## src/rtl/dp_seq_pkg.sv

```systemverilog
// Shared definitions for the datapath microcode sequencer: instruction
// encodings, field positions, flag indices, FSM states and the no-op
// datapath control pattern. Optional macro: SEQ_SINGLE_STEP_EN (adds PAUSE).
package dp_seq_pkg;

  typedef enum logic [1:0] {
    K_ALU_REG = 2'b00,
    K_ALU_IMM = 2'b01,
    K_BRANCH  = 2'b10,
    K_HALT    = 2'b11
  } kind_e;

`ifdef SEQ_SINGLE_STEP_EN
  typedef enum logic [2:0] {
    S_IDLE,
    S_FETCH,
    S_EXEC,
    S_HALTED,
    S_PAUSE
  } state_e;
`else
  typedef enum logic [1:0] {
    S_IDLE,
    S_FETCH,
    S_EXEC,
    S_HALTED
  } state_e;
`endif

  // instruction field low-bit positions
  localparam int KIND_LO    = 30;
  localparam int DST_LO     = 26;
  localparam int SRCA_LO    = 22;
  localparam int SRCB_LO    = 18;
  localparam int OP_LO      = 8;
  localparam int IMM_LO     = 0;
  localparam int BR_INV     = 29;
  localparam int BR_MASK_LO = 24;
  localparam int BR_TGT_LO  = 0;

  // datapath flag indices within flags[4:0]
  localparam int FLAG_C = 4;
  localparam int FLAG_L = 3;
  localparam int FLAG_F = 2;
  localparam int FLAG_Z = 1;
  localparam int FLAG_N = 0;

  typedef struct packed {
    logic       select_imm;
    logic [3:0] load_reg;
    logic [3:0] read_a;
    logic [3:0] read_b;
    logic [7:0] imm;
    logic [7:0] op;
  } dp_ctl_t;

  // loadReg=0 means no register write
  localparam dp_ctl_t DP_NOP = '0;

endpackage

```

## src/rtl/dp_seq_decode.sv

```systemverilog
// Combinational decode of one micro-instruction into datapath controls,
// plus branch-taken evaluation against the current datapath flags.
module dp_seq_decode
  import dp_seq_pkg::*;
(
  input  logic [31:0] word,
  input  logic [4:0]  flags,
  output kind_e       kind,
  output dp_ctl_t     ctl,
  output logic        taken,
  output logic [7:0]  target
);

  logic [4:0] mask;
  logic       hit;
  logic       unused_bits;

  // bits [17:16] carry no meaning in any instruction kind
  assign unused_bits = ^word[17:16];

  // field extraction, branch condition and ALU control mapping
  always_comb begin
    kind   = kind_e'(word[KIND_LO +: 2]);
    mask   = word[BR_MASK_LO +: 5];
    target = word[BR_TGT_LO +: 8];
    hit    = (flags[FLAG_C] & mask[FLAG_C]) | (flags[FLAG_L] & mask[FLAG_L]) |
             (flags[FLAG_F] & mask[FLAG_F]) | (flags[FLAG_Z] & mask[FLAG_Z]) |
             (flags[FLAG_N] & mask[FLAG_N]);
    taken  = (kind == K_BRANCH) && (hit ^ word[BR_INV]);
    ctl    = DP_NOP;
    if (kind == K_ALU_REG || kind == K_ALU_IMM) begin
      ctl.select_imm = (kind == K_ALU_IMM);
      ctl.load_reg   = word[DST_LO +: 4];
      ctl.read_a     = word[SRCA_LO +: 4];
      ctl.read_b     = word[SRCB_LO +: 4];
      ctl.op         = word[OP_LO +: 8];
      ctl.imm        = word[IMM_LO +: 8];
    end
  end

endmodule

```

## src/rtl/dp_sequencer.sv

```systemverilog
// Microcode sequencer driving the register-file/ALU datapath controls.
// Fetches from a 1-cycle-latency synchronous program memory, two cycles per
// instruction. Datapath controls are registered, so an instruction's write
// strobe is visible for the single cycle following its EXEC.
// Optional macro: SEQ_SINGLE_STEP_EN (step_mode/step ports, PAUSE state).
//
// state  | meaning
// IDLE   | stopped after reset or abort, waiting for start
// FETCH  | prog_addr holds pc, memory read in flight
// EXEC   | prog_data valid; decode, update pc, count step
// HALTED | HALT executed or watchdog tripped (err); waiting for start
// PAUSE  | single-step hold after EXEC, waiting for step (optional)
module dp_sequencer
  import dp_seq_pkg::*;
#(
  parameter int PC_W       = 8,
  parameter int START_ADDR = 0,
  parameter int MAX_STEPS  = 1023
) (
  input  logic            clk,
  input  logic            reset,
  input  logic            start,
  input  logic            abort,
`ifdef SEQ_SINGLE_STEP_EN
  input  logic            step_mode,
  input  logic            step,
`endif
  output logic [PC_W-1:0] prog_addr,
  input  logic [31:0]     prog_data,
  input  logic [4:0]      flags,
  output logic            selectImm,
  output logic [3:0]      loadReg,
  output logic [3:0]      readRegA,
  output logic [3:0]      readRegB,
  output logic [7:0]      Imm,
  output logic [7:0]      op,
  output logic            busy,
  output logic            done,
  output logic            err,
  output logic [PC_W-1:0] pc
);

  localparam logic [PC_W-1:0] START_PC = PC_W'(START_ADDR);
  localparam int              STEP_W   = (MAX_STEPS > 0) ? $clog2(MAX_STEPS + 1) : 1;
  localparam logic [STEP_W-1:0] STEP_LOAD = STEP_W'(MAX_STEPS);
  localparam bit              WD_EN    = (MAX_STEPS != 0);

  state_e            state;
  dp_ctl_t           ctl_q;
  logic [STEP_W-1:0] steps_left;

  kind_e             dec_kind;
  dp_ctl_t           dec_ctl;
  logic              dec_taken;
  logic [7:0]        dec_target;
  logic [PC_W-1:0]   pc_next;
  logic              wd_trip;

  dp_seq_decode u_decode (
    .word   (prog_data),
    .flags  (flags),
    .kind   (dec_kind),
    .ctl    (dec_ctl),
    .taken  (dec_taken),
    .target (dec_target)
  );

  // next pc wraps naturally at PC_W bits; watchdog is a down-counter that
  // trips on the instruction that retires with one step remaining
  assign pc_next = dec_taken ? PC_W'(dec_target) : pc + PC_W'(1);
  assign wd_trip = WD_EN && (steps_left == STEP_W'(1));

  assign selectImm = ctl_q.select_imm;
  assign loadReg   = ctl_q.load_reg;
  assign readRegA  = ctl_q.read_a;
  assign readRegB  = ctl_q.read_b;
  assign Imm       = ctl_q.imm;
  assign op        = ctl_q.op;

  // sequencer FSM, pc, watchdog and registered outputs
  always_ff @(posedge clk or negedge reset) begin
    if (!reset) begin
      state      <= S_IDLE;
      pc         <= START_PC;
      prog_addr  <= START_PC;
      ctl_q      <= DP_NOP;
      busy       <= 1'b0;
      done       <= 1'b0;
      err        <= 1'b0;
      steps_left <= STEP_LOAD;
    end else if (abort) begin
      state <= S_IDLE;
      ctl_q <= DP_NOP;
      busy  <= 1'b0;
      done  <= 1'b0;
      err   <= 1'b0;
    end else begin
      ctl_q <= DP_NOP;
      case (state)
        S_IDLE, S_HALTED: begin
          if (start) begin
            state      <= S_FETCH;
            pc         <= START_PC;
            prog_addr  <= START_PC;
            steps_left <= STEP_LOAD;
            err        <= 1'b0;
            busy       <= 1'b1;
            done       <= 1'b0;
          end
        end
        S_FETCH: begin
          state <= S_EXEC;
        end
        S_EXEC: begin
          ctl_q <= dec_ctl;
          if (dec_kind == K_HALT) begin
            state <= S_HALTED;
            busy  <= 1'b0;
            done  <= 1'b1;
          end else begin
            pc        <= pc_next;
            prog_addr <= pc_next;
            if (wd_trip) begin
              state <= S_HALTED;
              busy  <= 1'b0;
              done  <= 1'b1;
              err   <= 1'b1;
            end else begin
              if (WD_EN) steps_left <= steps_left - STEP_W'(1);
`ifdef SEQ_SINGLE_STEP_EN
              state <= step_mode ? S_PAUSE : S_FETCH;
`else
              state <= S_FETCH;
`endif
            end
          end
        end
`ifdef SEQ_SINGLE_STEP_EN
        S_PAUSE: begin
          if (step) state <= S_FETCH;
        end
`endif
        default: begin
          state <= S_IDLE;
          busy  <= 1'b0;
          done  <= 1'b0;
        end
      endcase
    end
  end

endmodule

```

## config.mk

```make
export PLATFORM = sky130hd
export DESIGN_NAME = dp_sequencer
export DESIGN_NICKNAME = d
export VERILOG_FILES = /design/src/rtl/dp_seq_pkg.sv /design/src/rtl/dp_seq_decode.sv /design/src/rtl/dp_sequencer.sv
export SDC_FILE = /design/constraint.sdc
export NUM_CORES = 1
export LEC_CHECK = 0
export BUFFER_PORTS_ARGS = -buffer_cell sky130_fd_sc_hd__buf_2
export CAP_MARGIN = 20
export CORE_ASPECT_RATIO = 1.5
export CORE_MARGIN = 2
export CORE_UTILIZATION = 55
export CTS_BUF_LIST = sky130_fd_sc_hd__clkbuf_4
export DETAILED_ROUTE_END_ITERATION = 16
export PLACE_DENSITY = 0.87
export SKIP_CTS_REPAIR_TIMING = 1
export SLEW_MARGIN = 0
export SYNTH_ARGS = -nofsm -noshare
export SYNTH_HDL_FRONTEND = slang
export SYNTH_SLANG_ARGS = --single-unit
```

## constraint.sdc

```tcl
create_clock -name clk -period 6.2 [get_ports clk]
set_input_delay 0.31 -clock clk [delete_from_list [all_inputs] [get_ports clk]]
set_output_delay 0.31 -clock clk [all_outputs]
set_load 0.05 [all_outputs]
```

==> Yosys cells after proc, flatten, opt, wreduce, memory -nomap -nowiden <==
Index checks and enable logic that the tools add are counted.
{ "word_totals": {"elab_cells": 79, "output_inout_bits": 48, "inputBits": 41, "register_bits": 52} }
{ "op_classes": {"n_mux": 29, "eq_ne": 14, "n_addsub": 2, "reduce_logical": 11, "bitwise": 11} }
{ "ops": {"columns": ["operator", "n"], "rows": [
  ["$mux W29", 3],
  ["$mux W10", 3],
  ["$mux W8", 3],
  ["$pmux W10 S2", 1],
  ["$pmux W8 S2", 1],
  ["$eq A10 B1 Y1 const B", 1],
  ["$mux W1", 10],
  ["$sub A10 B1 Y10 const B", 1],
  ["$ne A3 B3 Y1 const B", 3],
  ["$add A8 B1 Y8 const B", 1],
  ["$eq A2 B2 Y1 const B", 4],
  ["$mux W2", 4],
  ["$reduce_and A4 Y1", 2],
  ["$ne A2 B2 Y1 const B", 3],
  ["$pmux W1 S2", 3],
  ["$pmux W2 S3", 1],
  ["$and A1 B1 Y1", 5],
  ["$reduce_and A5 Y1", 1],
  ["$eq A2 B1 Y1 const B", 2],
  ["$logic_not A2 Y1", 2],
  ["$ne A4 B4 Y1 const B", 1],
  ["$or A1 B1 Y1", 4],
  ["$reduce_and A3 Y1", 1],
  ["$reduce_bool A3 Y1", 1],
  ["other kinds (6)", 6]
]} }

==> Logic depth before layout (Yosys ltp) <==
Gate-level depths: netlist of the first run.
{ "logic_depth": {"ltp_word": 10, "mapped_depth": 9} }

==> Hierarchy <==
Synthesis of the first run repeated with hierarchy kept, for this count alone.
{ "hier_totals": {"cells_unflattened": 277, "area_unflattened_um2": 2761.4} }
{ "modules_own_cells": {"columns": ["module", "seq_area_each_um2", "instances", "area_per_inst_um2", "cells_each"], "rows": [
  ["dp_sequencer", 1313.8, 1, 2452.4, 229],
  ["dp_seq_decode", 0.0, 1, 309.0, 48]
]} }

==> Least setup slack after synthesis of the first run <==
No wires, ideal clock.
{ "synth_path": {"path_kind": "reg-to-reg", "from": "reg state[0]", "to": "reg pc[5]", "stages_incl_launch_ff": 9, "t_arrival_ps": 1986, "setup_slack_ps": 4131, "required_time_ps": 6117, "n_path_buf": 2, "synth_period_minus_slack_ps": 2069, "path_cell_list": "dfrtp_1 -> inv_1 -> ha_1 -> nor2b_1 -> or4_4 -> buf_6 -> or2_0 -> buf_2 -> o22ai_1"} }
{ "synth_between": {"elab_chain_cells": 4, "word_cells_on_any_way": 9} }
{ "synth_lines": {"columns": ["element", "line", "rtl"], "rows": [
  ["from (decl)", "dp_sequencer.sv:48", "state_e state;"],
  ["from (signal assigned)", "dp_sequencer.sv:83", "state <= S_IDLE;"],
  ["from (signal assigned)", "dp_sequencer.sv:92", "state <= S_IDLE;"],
  ["from (signal assigned)", "dp_sequencer.sv:102", "state <= S_FETCH;"],
  ["$eq A2 B2 Y1 or $logic_not A2 Y1 (tied branches)", "dp_sequencer.sv:99", "case (state)"],
  ["$reduce_or A2 Y1", "dp_sequencer.sv:99", null],
  ["$ne A2 B2 Y1 (no line) or $reduce_bool A2 Y1 (tied branches)", null, null],
  ["$reduce_and A4 Y1 (no line)", null, null],
  ["to (signal assigned)", "dp_sequencer.sv:121", "pc <= pc_next;"],
  ["to (decl)", "dp_sequencer.sv:40", "output logic [PC_W-1:0] pc"]
]} }
Several ways; a longest one is shown, not always the timed one.
A chain may end at the register's enable or synchronous reset.

==> Worst setup path in the final report of the first run <==
{ "layout_path": {"from": "reg state[0]", "to": "reg steps_left[4]"} }
{ "layout_between": {"elab_chain_cells": 4, "word_cells_on_any_way": 10} }
{ "layout_lines": {"columns": ["element", "line", "rtl"], "rows": [
  ["$eq A2 B2 Y1 or $logic_not A2 Y1 (tied branches)", "dp_sequencer.sv:99", null],
  ["$reduce_or A2 Y1", "dp_sequencer.sv:99", null],
  ["$ne A2 B2 Y1 (no line) or $reduce_bool A2 Y1 (tied branches)", null, null],
  ["$reduce_and A5 Y1 (no line)", null, null],
  ["to (signal assigned)", "dp_sequencer.sv:129", "if (WD_EN) steps_left <= steps_left - STEP_W'(1);"],
  ["to (decl)", "dp_sequencer.sv:50", "logic [STEP_W-1:0] steps_left;"]
]} }
Several ways; a longest one is shown, not always the timed one.

==> results of run 1 <==
final timing paths:
| check | slack (ns) | startpoint | to | cells after the start |
|---|---|---|---|---|
| max reg2reg | 3.65 | state[0] | steps_left[4] | 7 |
| min | 0.14 | prog_data[18] | readRegB[0] | 2 |
| min in group asynchronous | 0.35 | reset | Imm[4] | 2 |
| max | 3.65 | state[0] | steps_left[4] | 7 |
| max in group asynchronous | 5.28 | reset | steps_left[3] | 3 |
| min reg2reg | 0.53 | steps_left[4] | steps_left[4] | 2 |
cells in the final DEF, fill, tap and decap left out, types with 4 or more instances in the layout:
master / instances
ha_1: 6
nand2_1: 14
a21oi_1: 5
and2_1: 30
dfrtp_1: 42
nand3_1: 10
nand4_1: 5
inv_1: 14
a31oi_1: 7
or3_1: 4
nor2_1: 12
o22ai_1: 5
buf_2: 86
dfstp_2: 10
mux2i_1: 6
xor2_1: 7
clkbuf_4: 5
area by class of cell:
type / instances / share of cell area (%)
clock inverter: 3 / 1.44
clock buffer: 5 / 1.27
timing repair buffer: 89 / 15.9
sequential: 52 / 44.6
multi-input combinational: 146 / 33.1
inverter: 14 / 1.78
tap: 46 / 1.95
routing by layer:
metal	track usage [%]	vias up	wire length (µm)
li1	-	946	-
met1	26.5	962	1950
met2	38.0	74	2800
met3	4.37	14	294
met4	9.30	0	144
met5	0	-	0
cell families after synthesis:
kind of cell,share of synthesized area [%]
AND/OR/NAND/NOR,21.7
flip-flops,53.6
AO/OA/AOI/OAI,9.74
buffers and inverters,6.94
XOR/XNOR,2.50
multiplexers,2.45
adder cells (fa/ha/maj),3.06
through the flow:
stage | instances | worst slack [ns] | power [µW] | cell area (µm²)
after detailed placement | 345 | 3.73 | 664 | 2840
after global placement | 345 | 3.80 | 657 | 2840
after floorplan | 230 | 4.13 | 606 | 2450
after global routing | 355 | 3.47 | 892 | 2950
after CTS | 353 | 3.68 | 852 | 2920
final | 355 | 3.65 | 850 | 2950
where the power goes:
group          internal (µW)  total, µW  switching, µW
registers                366        387           21.2
clock network           84.2        190            105
logic                   79.2        274            195
flip-flops by register name, summed over array words and instances (netlist names), 2 cells and up:
register    cells
readRegA        4
steps_left     10
op              8
Imm             8
loadReg         4
pc              8
state           2
readRegB        4
worst max-delay path: stages, from the launching register on:
cell     delay (ns)
dfrtp_1        0.45
inv_1          0.08
ha_1           0.57
nor2_1         0.17
nor4_4         0.48
nand3_1        0.20
or4_1          0.42
nand3_1        0.09
==> impl_metrics.yaml, run 1 <==
logic_synthesis:
  synth_area_leader_cell: "dfrtp_1"
  yosysMostFrequentCell: "dfrtp_1"
  async_flop_share_pct: 100
  synth_top_area_share_pct: 42.9
  synth.area.top_cells: "dfrtp_1, dfstp_2, and2_1"
  synth_ff_type: "dfrtp_1"
  yosysWarnings: 0
  synth_cells: 230
  syn_nets: 277
  ys_seq_area_share_pct: 53.6
  yosysUniqueCellTypes: 47
  synth_edf_count: 0
  synth_common_cells: "dfrtp_1, and2_1, inv_1, nand2_1, nor2_1"
  ys_ff_latch: 52
  syn_area_um2: 2450
  synth_area_per_cell_um2: 10.7
floorplan:
  die-height_um: 85.8
  initial_core_util_pct: 57.8
  die_area_um2: 5020
  die_w_um: 58.5
  io_pins: 89
  rows: 29
  coreArea_um2: 4250
place:
  hpwl_mm: 3.79
  gp_congestion: 0.842
  numPortBuffers: 86
critical_path:
  crit_type: "reg2reg"
  cp.arrival_ns: 2.85
  cp_max_fo: 18
  cp-end-kind: "flip-flop"
  cp.required_ns: 6.50
  worst_setup_path_start_kind: "flip-flop"
clock_network:
  clkSlewWorstSetupHoldPaths_ns: 0.16
  cts_max_level: 2
  cts.sinks: 52
  clockBufferDepth: 2
  cts-buffers-inserted: 5
  insertion_delay_ns: 0.37
  cts_root_buf: "clkbuf_4"
  cts_tree: "done"
sta:
  max_slew.worst_pin.slew_ns: 1.08
  clock-skew-final_ns: 0.0206
  setup_violations: 0
  hold_viol: 0
  slew_viol_final: 0
  fin_setup_tns_ns: 0
  slew_headroom_pct: 28.0
  min_period_over_period_pct: 41.1
  rsz0062_at_grt: "false"
  min_period_ns: 2.55
  whs_ns: 0.135
  max_freq_mhz: 393
drt:
  drt_wl_total_mm: 5.19
  drt_first_pass_iters: 4
  post_drt_wl_per_cell_um: 14.6
  drt_iter0_markers: 57
  route.detailed.drc: 0
  routed-via-count: 1996
  ant_nets: 0
  viasPerCell: 5.62
finish:
  n_antenna_cell: 0
  area_growth_pct: 20.1
  final_nets: 355
  seq_area_um2: 1310
  finish.utilization_pct: 69.4
  fillers: 336
  layout-drive-gt1-share_pct: 36.2
  multiInputGateArea_um2: 973
pwr:
  power.density_nw_per_um2: 289
  vdd_drop_max_v: 0.000249
  p_leak_uw: 0.00157
min_path:
  hp-class: "in2reg"
grt:
  antenna_found_initial: 0
  gr-total-overflow: 0
  grt_use_total_pct: 22.1
  grt_first_pass_wirelength_mm: 8.54
  grt_pass1_vias: 1895
  grt_max_degree: 53
outcome:
  status: "complete, no violations"
job:
  drv_cap: 0
Note: power is estimated with default switching activity, not from simulation.
==> run 2: changes to the inputs <==
--- a/config.mk
+++ b/config.mk
@@ -9,10 +9,10 @@
 export CAP_MARGIN = 20
 export CORE_ASPECT_RATIO = 1.5
 export CORE_MARGIN = 2
-export CORE_UTILIZATION = 55
+export CORE_UTILIZATION = 46
 export CTS_BUF_LIST = sky130_fd_sc_hd__clkbuf_4
 export DETAILED_ROUTE_END_ITERATION = 16
-export PLACE_DENSITY = 0.87
+export PLACE_DENSITY = 0.78
 export SKIP_CTS_REPAIR_TIMING = 1
 export SLEW_MARGIN = 0
 export SYNTH_ARGS = -nofsm -noshare
==> constraint.sdc (replaced) <==
create_clock -name clk -period 2 [get_ports clk]
set_input_delay 0.1 -clock clk [delete_from_list [all_inputs] [get_ports clk]]
set_output_delay 0.1 -clock clk [all_outputs]
set_load 0.05 [all_outputs]
==> run 2 against run 1 <==
  * Core utilization decreased by 4.2 points
  * Clock skew decreased by 0.013 ns
  * Register-to-register slack got worse by 3.6 ns
  * Sequential power increased to 3.1 times the previous value
  * Highest routed layer unchanged
  * Combinational power increased to 3.5 times the previous value
  * Clock power increased to 3.2 times the previous value
  * Worst setup slack got worse by 3.6 ns
  * Non-clock buffer count increased by 37
  * Wire length increased by 8.3%
  * Sequential cell count unchanged
==> impl_metrics.yaml, run 2 (synthesis gave the netlist of run 1 again) <==
critical_path:
  reg2reg_from: "state[0]"
  crit_path_start: "state[0]"
  cp_max_fo: 7
  cp-end-kind: "flip-flop"
  cp.required_ns: 2.32
  ff2ff_setup_slack_ns: 0.08
  worst_setup_path_start_kind: "flip-flop"
  crit_type: "reg2reg"
  cp.arrival_ns: 2.24
floorplan:
  die-height_um: 93.4
  coreArea_um2: 5120
  rows: 32
  initial_core_util_pct: 47.9
  die_w_um: 63.6
  io_pins: 89
  die_area_um2: 5940
place:
  hpwl_mm: 3.78
  numPortBuffers: 86
  gp_congestion: 0.759
  place_ws_ns: 0.0401
clock_network:
  cts_root_buf: "clkbuf_4"
  clkSlewWorstSetupHoldPaths_ns: 0.15
  cts_tree: "done"
  cts-buffers-inserted: 5
  insertion_delay_ns: 0.37
  cts_max_level: 2
  cts.sinks: 52
  clockBufferDepth: 2
pwr:
  vdd_drop_max_v: 0.000586
  p_leak_uw: 0.00174
  power.density_nw_per_um2: 833
sta:
  setup_slack_ns: 0.0787
  min_period_over_period_pct: 96.1
  hold_viol: 0
  max_slew.worst_pin.slew_ns: 0.612
  slew_viol_final: 0
  fin_setup_tns_ns: 0
  whs_ns: 0.0193
  setup_violations: 0
  max_freq_mhz: 520
  slew_headroom_pct: 59.2
  min_period_ns: 1.92
  clock-skew-final_ns: 0.00717
drt:
  drt_wl_total_mm: 5.62
  routed-via-count: 2112
  ant_nets: 0
  drt_first_pass_iters: 6
  drt_iter0_markers: 77
  viasPerCell: 5.10
  post_drt_wl_per_cell_um: 13.6
  route.detailed.drc: 0
finish:
  area_growth_pct: 36.3
  finish.utilization_pct: 65.2
  layout_common_cells: "buf_2, dfrtp_1, and2_1, dlygate4sd3_1"
  layout_commonest_cell: "buf_2"
  final_nets: 392
  largest_reg_flops: 10
  n_antenna_cell: 0
  top_register: "steps_left"
  layout-drive-gt1-share_pct: 36.1
grt:
  antenna_found_initial: 0
  grt_first_pass_wirelength_mm: 8.34
  grt_pass1_vias: 1919
  grt_max_degree: 30
  gr-total-overflow: 0
  grt_use_total_pct: 17.7
job:
  drv_cap: 0
outcome:
  status: "complete, no violations"
min_path:
  worstHoldStart: "prog_data[30]"
  hp-class: "in2reg"
## run 2: power breakdown
part / internal, µW / switching, µW
Sequential: 1130 / 61.1
Clock: 268 / 349
Combinational: 348 / 624
## run 2: layout make-up
| cell class | instances | area, µm² |
|---|---|---|
| clock buffer | 5 | 37.5 |
| clock inverter | 3 | 46.3 |
| fill | 434 | 1780 |
| inverter | 14 | 52.6 |
| multi-input combinational | 146 | 991 |
| sequential | 52 | 1310 |
| tap | 68 | 85.1 |
| timing repair buffer | 126 | 816 |
## run 2: final timing paths
kind | to | cells after the start
min | selectImm | 2
min reg2reg | steps_left[1] | 2
max in group asynchronous | steps_left[9] | 3
max | steps_left[4] | 8
max reg2reg | steps_left[4] | 8
min in group asynchronous | Imm[5] | 2
## run 2: per-layer routing
metal	track usage [%]	vias to the layer above	routed length, µm
li1	-	1018	-
met1	20.3	1006	2180
met2	31.7	77	3060
met3	2.41	11	253
met4	9.06	0	128
met5	0	-	0
## run 2: critical path, cell delays in order (launching register included)
cell     delay [ns]
dfrtp_1        0.42
inv_1          0.07
ha_2           0.30
nor2b_4        0.14
buf_4          0.15
nor4_4         0.17
nand3_2        0.11
or4_1          0.41
nand3_1        0.09
## run 2: metrics by stage
step	cells	power (µW)	cell area (µm²)
after floorplan	230	1890	2460
after global placement	376	2100	2950
after detailed placement	376	2120	2950
after CTS	384	2740	3040
after global routing	414	2940	3340
final	414	2780	3340
